File: src/rtl/braid_sched_pkg.sv
// Shared types for the braid mix scheduler: FSM state, lane index and sizing helpers.
package braid_sched_pkg;

   typedef enum logic [1:0] {IDLE, INJECT, SETTLE, SAMPLE} state_t;

   localparam int unsigned N_LANES_DEFAULT = 3;

   typedef logic [1:0] lane_idx_t;

   function automatic int unsigned max2(input int unsigned a, input int unsigned b);
      return (a > b) ? a : b;
   endfunction

endpackage

File: src/rtl/braid_rr_arbiter.sv
// Round-robin lane picker: first requesting lane strictly after last_lane, with wrap.
module braid_rr_arbiter
   import braid_sched_pkg::*;
#(
   parameter int unsigned N_LANES = N_LANES_DEFAULT
) (
   input  logic [N_LANES-1:0] req,
   input  lane_idx_t          last_lane,
   output logic [N_LANES-1:0] grant,
   output lane_idx_t          index
);

   logic      found;
   lane_idx_t cand;

   always_comb begin
      grant = '0;
      index = '0;
      found = 1'b0;
      cand  = '0;
      for (int unsigned off = 1; off <= N_LANES; off++) begin
         cand = lane_idx_t'((int'(last_lane) + off) % N_LANES);
         if (!found && req[cand]) begin
            found       = 1'b1;
            grant[cand] = 1'b1;
            index       = cand;
         end
      end
   end

endmodule

File: src/rtl/braid_mix_scheduler.sv
// Injection/settle/sample sequencer for the braid mixer.
// Optional 16-bit completed-sample counter enabled by BRAID_SCHED_STATS_EN.
module braid_mix_scheduler
   import braid_sched_pkg::*;
#(
   parameter int unsigned N_LANES       = N_LANES_DEFAULT,
   parameter int unsigned PULSE_CYCLES  = 4,
   parameter int unsigned SETTLE_CYCLES = 32
) (
   input  logic               clk,
   input  logic               rst_n,
   input  logic [N_LANES-1:0] req_i,
   input  logic               abort_i,
   input  logic               sample_ready_i,
   output logic [N_LANES-1:0] gnt_o,
   output logic [N_LANES-1:0] valve_o,
   output logic               busy_o,
   output logic               sample_valid_o,
   output logic [1:0]         sample_lane_o
`ifdef BRAID_SCHED_STATS_EN
   ,
   output logic [15:0]        inj_count_o
`endif
);

   localparam int unsigned CntW = $clog2(max2(PULSE_CYCLES, SETTLE_CYCLES) + 1);

   state_t             state_q;
   lane_idx_t          last_lane_q;
   logic [CntW-1:0]    cnt_q;
   logic [N_LANES-1:0] arb_grant;
   lane_idx_t          arb_index;

   braid_rr_arbiter #(
      .N_LANES (N_LANES)
   ) u_arb (
      .req       (req_i),
      .last_lane (last_lane_q),
      .grant     (arb_grant),
      .index     (arb_index)
   );

   always_ff @(posedge clk) begin
      if (!rst_n) begin
         state_q        <= IDLE;
         last_lane_q    <= lane_idx_t'(N_LANES - 1);
         cnt_q          <= '0;
         gnt_o          <= '0;
         valve_o        <= '0;
         busy_o         <= 1'b0;
         sample_valid_o <= 1'b0;
         sample_lane_o  <= '0;
      end else if (abort_i) begin
         // last_lane_q keeps the aborted lane so rotation continues past it
         state_q        <= IDLE;
         cnt_q          <= '0;
         gnt_o          <= '0;
         valve_o        <= '0;
         busy_o         <= 1'b0;
         sample_valid_o <= 1'b0;
         sample_lane_o  <= '0;
      end else begin
         unique case (state_q)
            IDLE: begin
               if (|req_i) begin
                  state_q     <= INJECT;
                  last_lane_q <= arb_index;
                  gnt_o       <= arb_grant;
                  valve_o     <= arb_grant;
                  busy_o      <= 1'b1;
                  cnt_q       <= CntW'(PULSE_CYCLES - 1);
               end
            end
            INJECT: begin
               gnt_o <= '0;
               if (cnt_q == '0) begin
                  state_q <= SETTLE;
                  valve_o <= '0;
                  cnt_q   <= CntW'(SETTLE_CYCLES - 1);
               end else begin
                  cnt_q <= cnt_q - 1'b1;
               end
            end
            SETTLE: begin
               if (cnt_q == '0) begin
                  state_q        <= SAMPLE;
                  sample_valid_o <= 1'b1;
                  sample_lane_o  <= last_lane_q;
               end else begin
                  cnt_q <= cnt_q - 1'b1;
               end
            end
            SAMPLE: begin
               if (sample_ready_i) begin
                  state_q        <= IDLE;
                  busy_o         <= 1'b0;
                  sample_valid_o <= 1'b0;
                  sample_lane_o  <= '0;
               end
            end
            default: state_q <= IDLE;
         endcase
      end
   end

`ifdef BRAID_SCHED_STATS_EN
   always_ff @(posedge clk) begin
      if (!rst_n) begin
         inj_count_o <= '0;
      end else if (!abort_i && state_q == SAMPLE && sample_valid_o && sample_ready_i &&
                   inj_count_o != 16'hFFFF) begin
         inj_count_o <= inj_count_o + 16'd1;
      end
   end
`endif

endmodule

File: config.mk
export PLATFORM = sky130hd
export DESIGN_NAME = braid_mix_scheduler
export DESIGN_NICKNAME = d
export VERILOG_FILES = /design/src/rtl/braid_sched_pkg.sv /design/src/rtl/braid_rr_arbiter.sv /design/src/rtl/braid_mix_scheduler.sv
export SDC_FILE = /design/constraint.sdc
export NUM_CORES = 1
export LEC_CHECK = 0
export CORE_MARGIN = 2
export CORE_UTILIZATION = 40
export DETAILED_ROUTE_END_ITERATION = 6
export DONT_BUFFER_PORTS = 1
export PLACE_DENSITY = 0.54
export SYNTH_ARGS = -nofsm -noshare
export SYNTH_HDL_FRONTEND = slang
export SYNTH_SLANG_ARGS = --single-unit
File: constraint.sdc
create_clock -name clk -period 4.2 [get_ports clk]
set_input_delay 0.63 -clock clk [delete_from_list [all_inputs] [get_ports clk]]
set_output_delay 0.63 -clock clk [all_outputs]
set_load 0.01 [all_outputs]
Yosys cells after proc, flatten, opt, wreduce, memory -nomap -nowiden
Index checks and enable logic that the tools add are counted.

Flip-flop bits (word level): 20. Input bits: 7.

Eq/ne operators: 8. Reductions and logical operators: 22. Divide/modulo/power cells: 3. $lt $le $gt $ge: 6. Bitwise operators: 4. $add $sub $neg: 4. Mux-type cells: 40.

Operators with widths (number): 32-bit by 2-bit modulo with 32-bit output, second input constant (3); 6-bit 2-to-1 mux (3); 6-bit case mux with 3 select lines (1); 2-bit 2-to-1 mux (8); 3-bit 2-to-1 mux (5); 3-bit AND reduction (5); 3-bit case mux with 2 select lines (2); 1-bit 2-to-1 mux (11); 2-bit inequality test, second input constant (5); 2-bit by 3-bit less-than comparator with 1-bit output, second input constant (3); 2-bit case mux with 4 select lines (1); 2-bit by 2-bit adder with 3-bit output, second input constant (2); 1-bit binary-select mux with 2-bit select (3); 1-bit demux with 2-bit select (3); 2-bit by 1-bit greater-or-equal comparator with 1-bit output, second input constant (3); 6-bit zero test (1); 3-bit bitwise OR (2); 2-bit nonzero test (3); 6-bit by 1-bit subtractor with 6-bit output, second input constant (1); 1-bit logical AND (5); 2-bit == test, second input constant (2); 1-bit case mux with 2 select lines (2); 2-bit case mux with 2 select lines (1); 4-bit AND reduction (1); 9 further kinds (11).

Depth between registers and ports, before layout
Gate-level depths: netlist (run 1).

Word-level depth: 13. Depth in mapped cells: 7. Depth with buffers taken out: 6.

Cells and area by module
A second synthesis (run 1) with hierarchy kept.

Cells, all modules: 149. Area total of the unflattened synthesis: 1370.1 µm².

Modules (own cells, without submodules): braid_mix_scheduler (seq. area each 400.4 µm², area an instance 1089.8 µm², cells each 114, times used 1); braid_rr_arbiter (seq. area each 0.0 µm², area an instance 280.3 µm², cells each 35, times used 1).

Least setup slack after synthesis (run 1)
No wires, ideal clock.

Kind: in2reg. Start: in req_i[2]. End: reg valve_o[0]. Stages: 5. Data required time: 4126 ps. Data arrival time: 1694 ps. Setup time: 74 ps. Setup slack: 2431 ps. Cells stage by stage: clkbuf_2 -> mux2_2 -> a2111oi_0 -> o31ai_1 -> a31oi_1.

Longest elaborated chain between the ends: 11. Elaborated cells between the ends (all ways): 22. Classes of those cells: eq/ne (1); mux (13); bitwise (2); reduce/logical (6).

Ends and longest elaborated chain: start, declared (line braid_mix_scheduler.sv:12) `input logic [N_LANES-1:0] req_i,`; 1-bit binary-select mux with 2-bit select (line braid_rr_arbiter.sv:23) `if (!found && req[cand]) begin`; 1-bit 2-to-1 mux (implied by the code) (line braid_rr_arbiter.sv:23); 1-bit 2-to-1 mux (line braid_rr_arbiter.sv:23); 1-bit zero test (line braid_rr_arbiter.sv:23); 1-bit logical AND (line braid_rr_arbiter.sv:23); 1-bit 2-to-1 mux (line braid_rr_arbiter.sv:23); 1-bit zero test (line braid_rr_arbiter.sv:23); 1-bit logical AND (line braid_rr_arbiter.sv:23); 3-bit 2-to-1 mux (line braid_rr_arbiter.sv:23); 3-bit 2-to-1 mux (line braid_mix_scheduler.sv:65) `if (|req_i) begin`; 3-bit case mux with 2 select lines (line braid_mix_scheduler.sv:63) `unique case (state_q)`; end signal, assigned (line braid_mix_scheduler.sv:69) `valve_o <= arb_grant;`; end, declared (line braid_mix_scheduler.sv:16) `output logic [N_LANES-1:0] valve_o,`.

Parallel ways exist; a longest one is shown, timed or not. The select of a mux whose other input is x is not followed. A chain may end at the register's enable or synchronous reset.

Worst setup path after layout (run 1)
Start: reg state_q[0]. End: reg cnt_q[3].

Longest elaborated chain between the ends: 3. Elaborated cells between the ends (all ways): 8. Classes of those cells: eq/ne (4); mux (1); reduce/logical (3).

Ends and longest elaborated chain: start, declared (line braid_mix_scheduler.sv:28) `state_t state_q;`; start signal, assigned (line braid_mix_scheduler.sv:45) `state_q <= IDLE;`; start signal, assigned (line braid_mix_scheduler.sv:55) `state_q <= IDLE;`; start signal, assigned (line braid_mix_scheduler.sv:66) `state_q <= INJECT;`; 2-bit == test (tied with other cells) (line braid_mix_scheduler.sv:63); 2-bit inequality test (no line) or 3-bit nonzero test (tied branches); 3-bit AND reduction (no line); end signal, assigned (line braid_mix_scheduler.sv:71) `cnt_q <= CntW'(PULSE_CYCLES - 1);`; end signal, assigned (line braid_mix_scheduler.sv:79) `cnt_q <= CntW'(SETTLE_CYCLES - 1);`; end signal, assigned (line braid_mix_scheduler.sv:81) `cnt_q <= cnt_q - 1'b1;`; end, declared (line braid_mix_scheduler.sv:30) `logic [CntW-1:0] cnt_q;`.

Parallel ways exist; a longest one is shown, timed or not.

==> summary.txt, run 1 <==
STA
  – Worst clock skew: 18.8 ps
  – Slew Limit Fails: 0
  – Max-slew headroom: 58.0%
  – Hold_ws: 470 ps
  – RSZ-0062 raised after global routing: no
  – Minimum clock period: 2010 ps
  – Final setup vio count: 0
  – Worst-Margin Slew: 625 ps
  – Final hold vios: 0
  – Setup TNS Final: 0 ps
  – PnR worst setup slack: 2190 ps
  – Max Clock Freq: 497 MHz
  – Fin crit share: 47.9%

Worst setup path
  – Startpoint type of the worst setup path: flop
  – WP data required: 4390 ps
  – Setup CP Type: flop to flop
  – CP max FO: 8
  – Critical path arrival: 2200 ps
  – Nature of the critical path endpoint: flop

Floorplanning
  – Die Wd: 64.4 um
  – I/O Pins: 17
  – Die Ht: 64.4 um
  – Die area: 4150 um2
  – Core Box Area: 3420 um2
  – Initial cell density of the core: 42.7%
  – Row count: 21

Global route
  – Largest net degree at the start of global routing: 14
  – GRT Total Usage: 19.1%
  – Initial antenna violation count: 0
  – Vias in the first global route: 1327
  – Total gr overflow: 0
  – Global-route wire length before repair: 6.36 mm

Drt
  – DR top layer: met4
  – Met3 WL: 236 um
  – DRC Markers: 0
  – Via density: 6.02
  – Routed Antenna Nets: 0
  – WL final: 3.58 mm
  – Met2 WL: 1.56 mm
  – M1 wire length: 1.76 mm
  – Starting DRT DRC Count: 125
  – Vias post-DR: 1349
  – DR WL/cell: 16.0 um
  – Drt pass-1 iters: 4

Placement
  – Post-DP HPWL: 2.73 mm
  – Placed cell area: 1480 um2
  – Place WS: 2200 ps
  – Number of cells after detailed placement: 220
  – Port bufs: 0
  – Routability cong.: 0.839

Logic synthesis
  – Synth top area share: 27.4%
  – Mapped cell area: 1460 um2
  – Syn Nets: 199
  – Most frequent cell after synthesis: dfxtp_1
  – Yosys reg bits: 20
  – Number of flops mapped to enable cells by yosys: 0
  – Mapped Cells: 181
  – Ys Warns: 0
  – Async SR Flop Fraction: 0%
  – Post-synth top area cell: dfxtp_1
  – Top post-synthesis cells by area: dfxtp_1 27%, ha_1 9.4%, a21oi_1 4.1%
  – Unique cell type count in the Yosys netlist: 51
  – Most common library cells after synthesis: 20 x dfxtp_1, 14 x inv_1
  – Top_reg_cell synth: dfxtp_1
  – Register area share after synthesis: 27.4%
  – Post-Syn Area per Cell: 8.07 um2

Power
  – Final Power: 541 uW
  – Comb power frac: 31.2%
  – Internal power: 363 uW
  – Peak VDD IR: 0.000306 V
  – LEAKAGE: 0.546 nW
  – Register share of total power: 39.8%
  – Switching share of power: 32.9%
  – Clock Power Share: 29.1%
  – P per Cell Area: 353 nW/um2
  – Sw power: 178 uW

CTS
  – Sink Count: 20
  – CTS H-tree lvls: 1
  – Clock root buffer: clkbuf_4
  – # hold bufs at CTS: 0
  – Postcts setup bufs: 0
  – Post-CTS sizing: 0
  – Worst-case clock buffer depth: 2
  – TritonCTS buffer count: 3
  – CTS tree: built
  – Worst skew pair latency: 310 ps
  – Clk pin slew, worst setup/hold paths: 130 ps

Finish
  – Nets@finish: 197
  – Area delta synth->final: 4.97%
  – FILL cells: 359
  – Register area: 400 um2
  – Design area: 1530 um2
  – Multi-input gate area: 970 um2
  – Layout cells sized above 1: 8.99%
  – Post-layout util: 44.9%
  – Final Non-Filler Cells: 224
  – Diodes inserted: 0

Run status
  – Status: completed

Hold path
  – Worst hold path type: input pin to flop

Flow run
  – # Max-Cap Violations: 0
==> final timing paths <==
path / slack, ps / to / cells after the start / start
worst min-delay path: 470 / last_lane_q[0]$_SDFFE_PN0P_ / 2 / rst_n
worst max-delay path: 2190 / cnt_q[3]$_SDFFE_PP0P_ / 6 / state_q[0]$_SDFFE_PP0P_
worst max register to register: 2190 / cnt_q[3]$_SDFFE_PP0P_ / 6 / state_q[0]$_SDFFE_PP0P_
worst min register to register: 520 / valve_o[1]$_SDFFE_PP0P_ / 2 / valve_o[1]$_SDFFE_PP0P_
==> critical path, stage by stage (launching register included) <==
cell and delay, ps:
dfxtp_1 410, inv_1 100, ha_1 310, nor4b_2 230, a311oi_2 520, o21ai_0 170, nor3b_1 170
==> kinds of logic (layout without fill, tap and decap cells) <==
kind of cell | Yosys count | in the layout | synth area share [%]
DFF | 20 | 20 | 27.4
muxes | 5 | 5 | 3.51
buffers and inverters | 21 | 18 | 6.17
and+or+nand+nor | 63 | 63 | 25.0
adders and majority gates | 11 | 11 | 9.43
AOI/OAI and AO/OA | 61 | 61 | 28.5
==> layout by cell type, fill, tap and decap left out, types with 5 or more instances in the layout <==
| cell | instances |
|---|---|
| inv_1 | 14 |
| nand2b_1 | 8 |
| nand2_1 | 12 |
| nor2_1 | 12 |
| nand3_1 | 7 |
| dfxtp_1 | 20 |
| o21ai_0 | 12 |
| o31ai_1 | 5 |
| ha_1 | 11 |
| a21oi_1 | 12 |
| a31oi_1 | 8 |
==> state kept, by name (all words and copies together) (netlist names) <==
| signal | flops |
|---|---|
| gnt_o | 3 |
| state_q | 2 |
| last_lane_q | 2 |
| sample_valid_o | 1 |
| cnt_q | 6 |
| sample_lane_o | 2 |
| busy_o | 1 |
| valve_o | 3 |
==> final cells by class <==
class,count,area share (%)
clock inverter,1,1.96
multi-input combinational,140,63.3
clock buffer,3,1.47
inverter,14,3.43
sequential,20,26.1
tap,46,3.76
==> power groups by stage <==
stage	Clock (mW)	Combinational [mW]	Sequential, mW
floorplan	0	0.138	0.216
global placement	0	0.165	0.219
detailed placement	0	0.166	0.220
CTS	0.162	0.167	0.215
global route	0.167	0.189	0.217
finish	0.157	0.169	0.215
==> per-layer routing <==
layer | global-route usage (%) | vias to the layer above
met3 | 5.56 | 4
met5 | 0 | -
met1 | 26.5 | 630
met2 | 29.4 | 46
li1 | - | 669
met4 | 3.99 | 0
Power figures use the tool's default switching activity.
==> run 2: changes to the inputs <==
Clock period 4.2 ns to 2.02 ns, I/O delays scaled along.
==> summary.txt, run 2 (synthesis results as in run 1) <==
Run status
  – Status: completed

Hold path
  – Worst hold path type: input pin to flop
  – Hold Path End: last_lane_q[0]$_SDFFE_PN0P_
  – Hold Startpoint: rst_n
  – Hold depth: 2 (unchanged)

Power
  – P per Cell Area: 680 nW/um2 (+93%)
  – Peak VDD IR: 0.000257 V (-16%)
  – LEAKAGE: 0.562 nW (+3.0%)

STA
  – Worst clock skew: 4.09 ps (-14.7 ps)
  – Worst-Margin Slew: 641 ps (+15.5 ps)
  – Max Clock Freq: 533 MHz (+7.2%)
  – Final setup vio count: 0 (unchanged)
  – Minimum clock period: 1880 ps (-135 ps)
  – Max-slew headroom: 57.0% (-1.0 points)
  – Fin crit share: 93.0% (+45 points)
  – RSZ-0062 raised after global routing: no
  – Slew Limit Fails: 0 (unchanged)
  – Final hold vios: 0 (unchanged)
  – Setup TNS Final: 0 ps (unchanged)

Worst setup path
  – Nature of the critical path endpoint: flop
  – Crit-path cells: inv_1, ha_1, and3b_1, a21oi_2, nand4b_1, a311oi_1
  – Top Family by Delay on Critical Path: compound AO/OA/AOI/OAI gates
  – Critical path arrival: 2110 ps (-90 ps)
  – CP max FO: 9 (+1)
  – Worst reg2reg setup slack: 140 ps (-2050 ps)
  – RR Endpoint: gnt_o[2]$_SDFFE_PP0P_
  – WP data required: 2250 ps (-2140 ps)
  – Setup CP Type: flop to flop
  – Worst R2R Path Depth: 6 (unchanged)
  – Setup crit start: last_lane_q[0]$_SDFFE_PN0P_
  – CP max stage cell: ha_1
  – CP max stage delay: 400 ps (-120 ps)
  – Startpoint type of the worst setup path: flop
  – R2r startpoint: last_lane_q[0]$_SDFFE_PN0P_
  – CP Buf/Inv Count: 1 (unchanged)

CTS
  – Sink Count: 20 (unchanged)
  – Worst-case clock buffer depth: 2 (unchanged)
  – CTS tree: built
  – # hold bufs at CTS: 0 (unchanged)
  – Postcts setup bufs: 0 (unchanged)
  – Clk pin slew, worst setup/hold paths: 120 ps (about the same)
  – TritonCTS buffer count: 3 (unchanged)
  – Clock root buffer: clkbuf_4
  – Worst skew pair latency: 310 ps (about the same)
  – Post-CTS sizing: 0 (unchanged)
  – CTS H-tree lvls: 1 (unchanged)

Floorplanning
  – Row count: 21 (unchanged)
  – I/O Pins: 17 (unchanged)
  – Core Box Area: 3420 um2 (unchanged)
  – Die Wd: 64.4 um (unchanged)
  – Die Ht: 64.4 um (unchanged)
  – Die area: 4150 um2 (unchanged)
  – Initial cell density of the core: 42.7% (unchanged)

Finish
  – Diodes inserted: 0 (unchanged)
  – Biggest regs: cnt_q x6, gnt_o x3, valve_o x3
  – Nets@finish: 202 (+2.5%)
  – Max reg flops: 6 (unchanged)
  – FILL cells: 353 (-1.7%)
  – Area delta synth->final: 6.51%
  – Commonest non-fill, non-tap cell in the layout: dfxtp_1
  – Reg with most FFs: cnt_q
  – Most frequent cells in the layout: 19 x dfxtp_1, 14 x inv_1
  – Post-layout util: 45.5% (+0.66 points)
  – Layout cells sized above 1: 12.0% (+3.0 points)

Flow run
  – # Max-Cap Violations: 0 (unchanged)

Drt
  – DRC Markers: 0 (unchanged)
  – Starting DRT DRC Count: 103 (-18%)
  – Drt pass-1 iters: 4 (unchanged)
  – Via density: 5.97 (-0.81%)
  – Vias post-DR: 1368 (+1.4%)
  – WL final: 3.54 mm (-1.2%)
  – DR WL/cell: 15.4 um (-3.4%)
  – Routed Antenna Nets: 0 (unchanged)

Global route
  – Largest net degree at the start of global routing: 14 (unchanged)
  – Initial antenna violation count: 0 (unchanged)
  – Global-route wire length before repair: 5.99 mm (-5.8%)
  – Vias in the first global route: 1222 (-7.9%)
  – Total gr overflow: 0 (unchanged)
  – GRT Total Usage: 18.3% (-0.79 points)

Placement
  – Post-DP HPWL: 2.74 mm (+0.23%)
  – Routability cong.: 0.832 (-0.86%)
  – Port bufs: 0 (unchanged)
==> run 2: cell types whose count changed in the layout (fill, tap and decap cells not counted), sizes merged <==
cell / change
bufinv: -1
buf: +5
clkbuf: +1
==> run 2: final cells by class <==
type / count / area (um2) / share of cell area (%)
Inverter: 14 / 52.6 / 3.38
Multi-Input combinational cell: 140 / 970 / 62.3
Sequential cell: 20 / 402 / 25.8
Timing Repair Buffer: 5 / 37.5 / 2.41
Clock buffer: 4 / 36.3 / 2.33
Tap cell: 46 / 57.6 / 3.70
==> run 2: report_power, final <==
group | switching [mW] | internal [mW] | leakage (nW)
logic | 0.217 | 0.147 | 0.378
clock network | 0.135 | 0.110 | 0.0210
registers | 0.0295 | 0.419 | 0.163
==> run 2: per-layer routing <==
layer  wire, um  track usage, %  vias up
met2       1490            26.8       37
met3        222            4.17        5
met5          0               0        -
li1           -               -      677
met1       1780            26.5      649
met4         47            5.59        0
==> run 2: stage by stage <==
step / setup WS [ps] / hold slack [ps] / instance area (um2) / std cells / power [mW]
floorplan: 293 / 433 / 1460 / 181 / 0.736
global placement: 209 / 468 / 1520 / 225 / 0.812
detailed placement: 120 / 459 / 1520 / 225 / 0.817
CTS: 92.0 / 118 / 1550 / 229 / 1.07
global route: 15.7 / 128 / 1560 / 229 / 1.13
finish: 142 / 116 / 1560 / 229 / 1.06
==> run 2: worst reg2reg max path: cells and delay by family (launching register included) <==
family	cells	cell delay [ps]
and+or+nand+nor	2	450
DFF	1	390
adders and majority gates	1	400
buffers and inverters	1	70
AOI/OAI and AO/OA	2	490
==> run 2: how the worst max path moves through the flow <==
stage | to | slack, ps | depth (start not counted)
after floorplan | gnt_o[0]$_SDFFE_PP0P_ | 290 | 7
after global placement | gnt_o[2]$_SDFFE_PP0P_ | 210 | 6
after detailed placement | gnt_o[2]$_SDFFE_PP0P_ | 120 | 6
after CTS | gnt_o[2]$_SDFFE_PP0P_ | 90 | 6
after global routing | valve_o[0]$_SDFFE_PP0P_ | 20 | 6
final | gnt_o[2]$_SDFFE_PP0P_ | 140 | 6
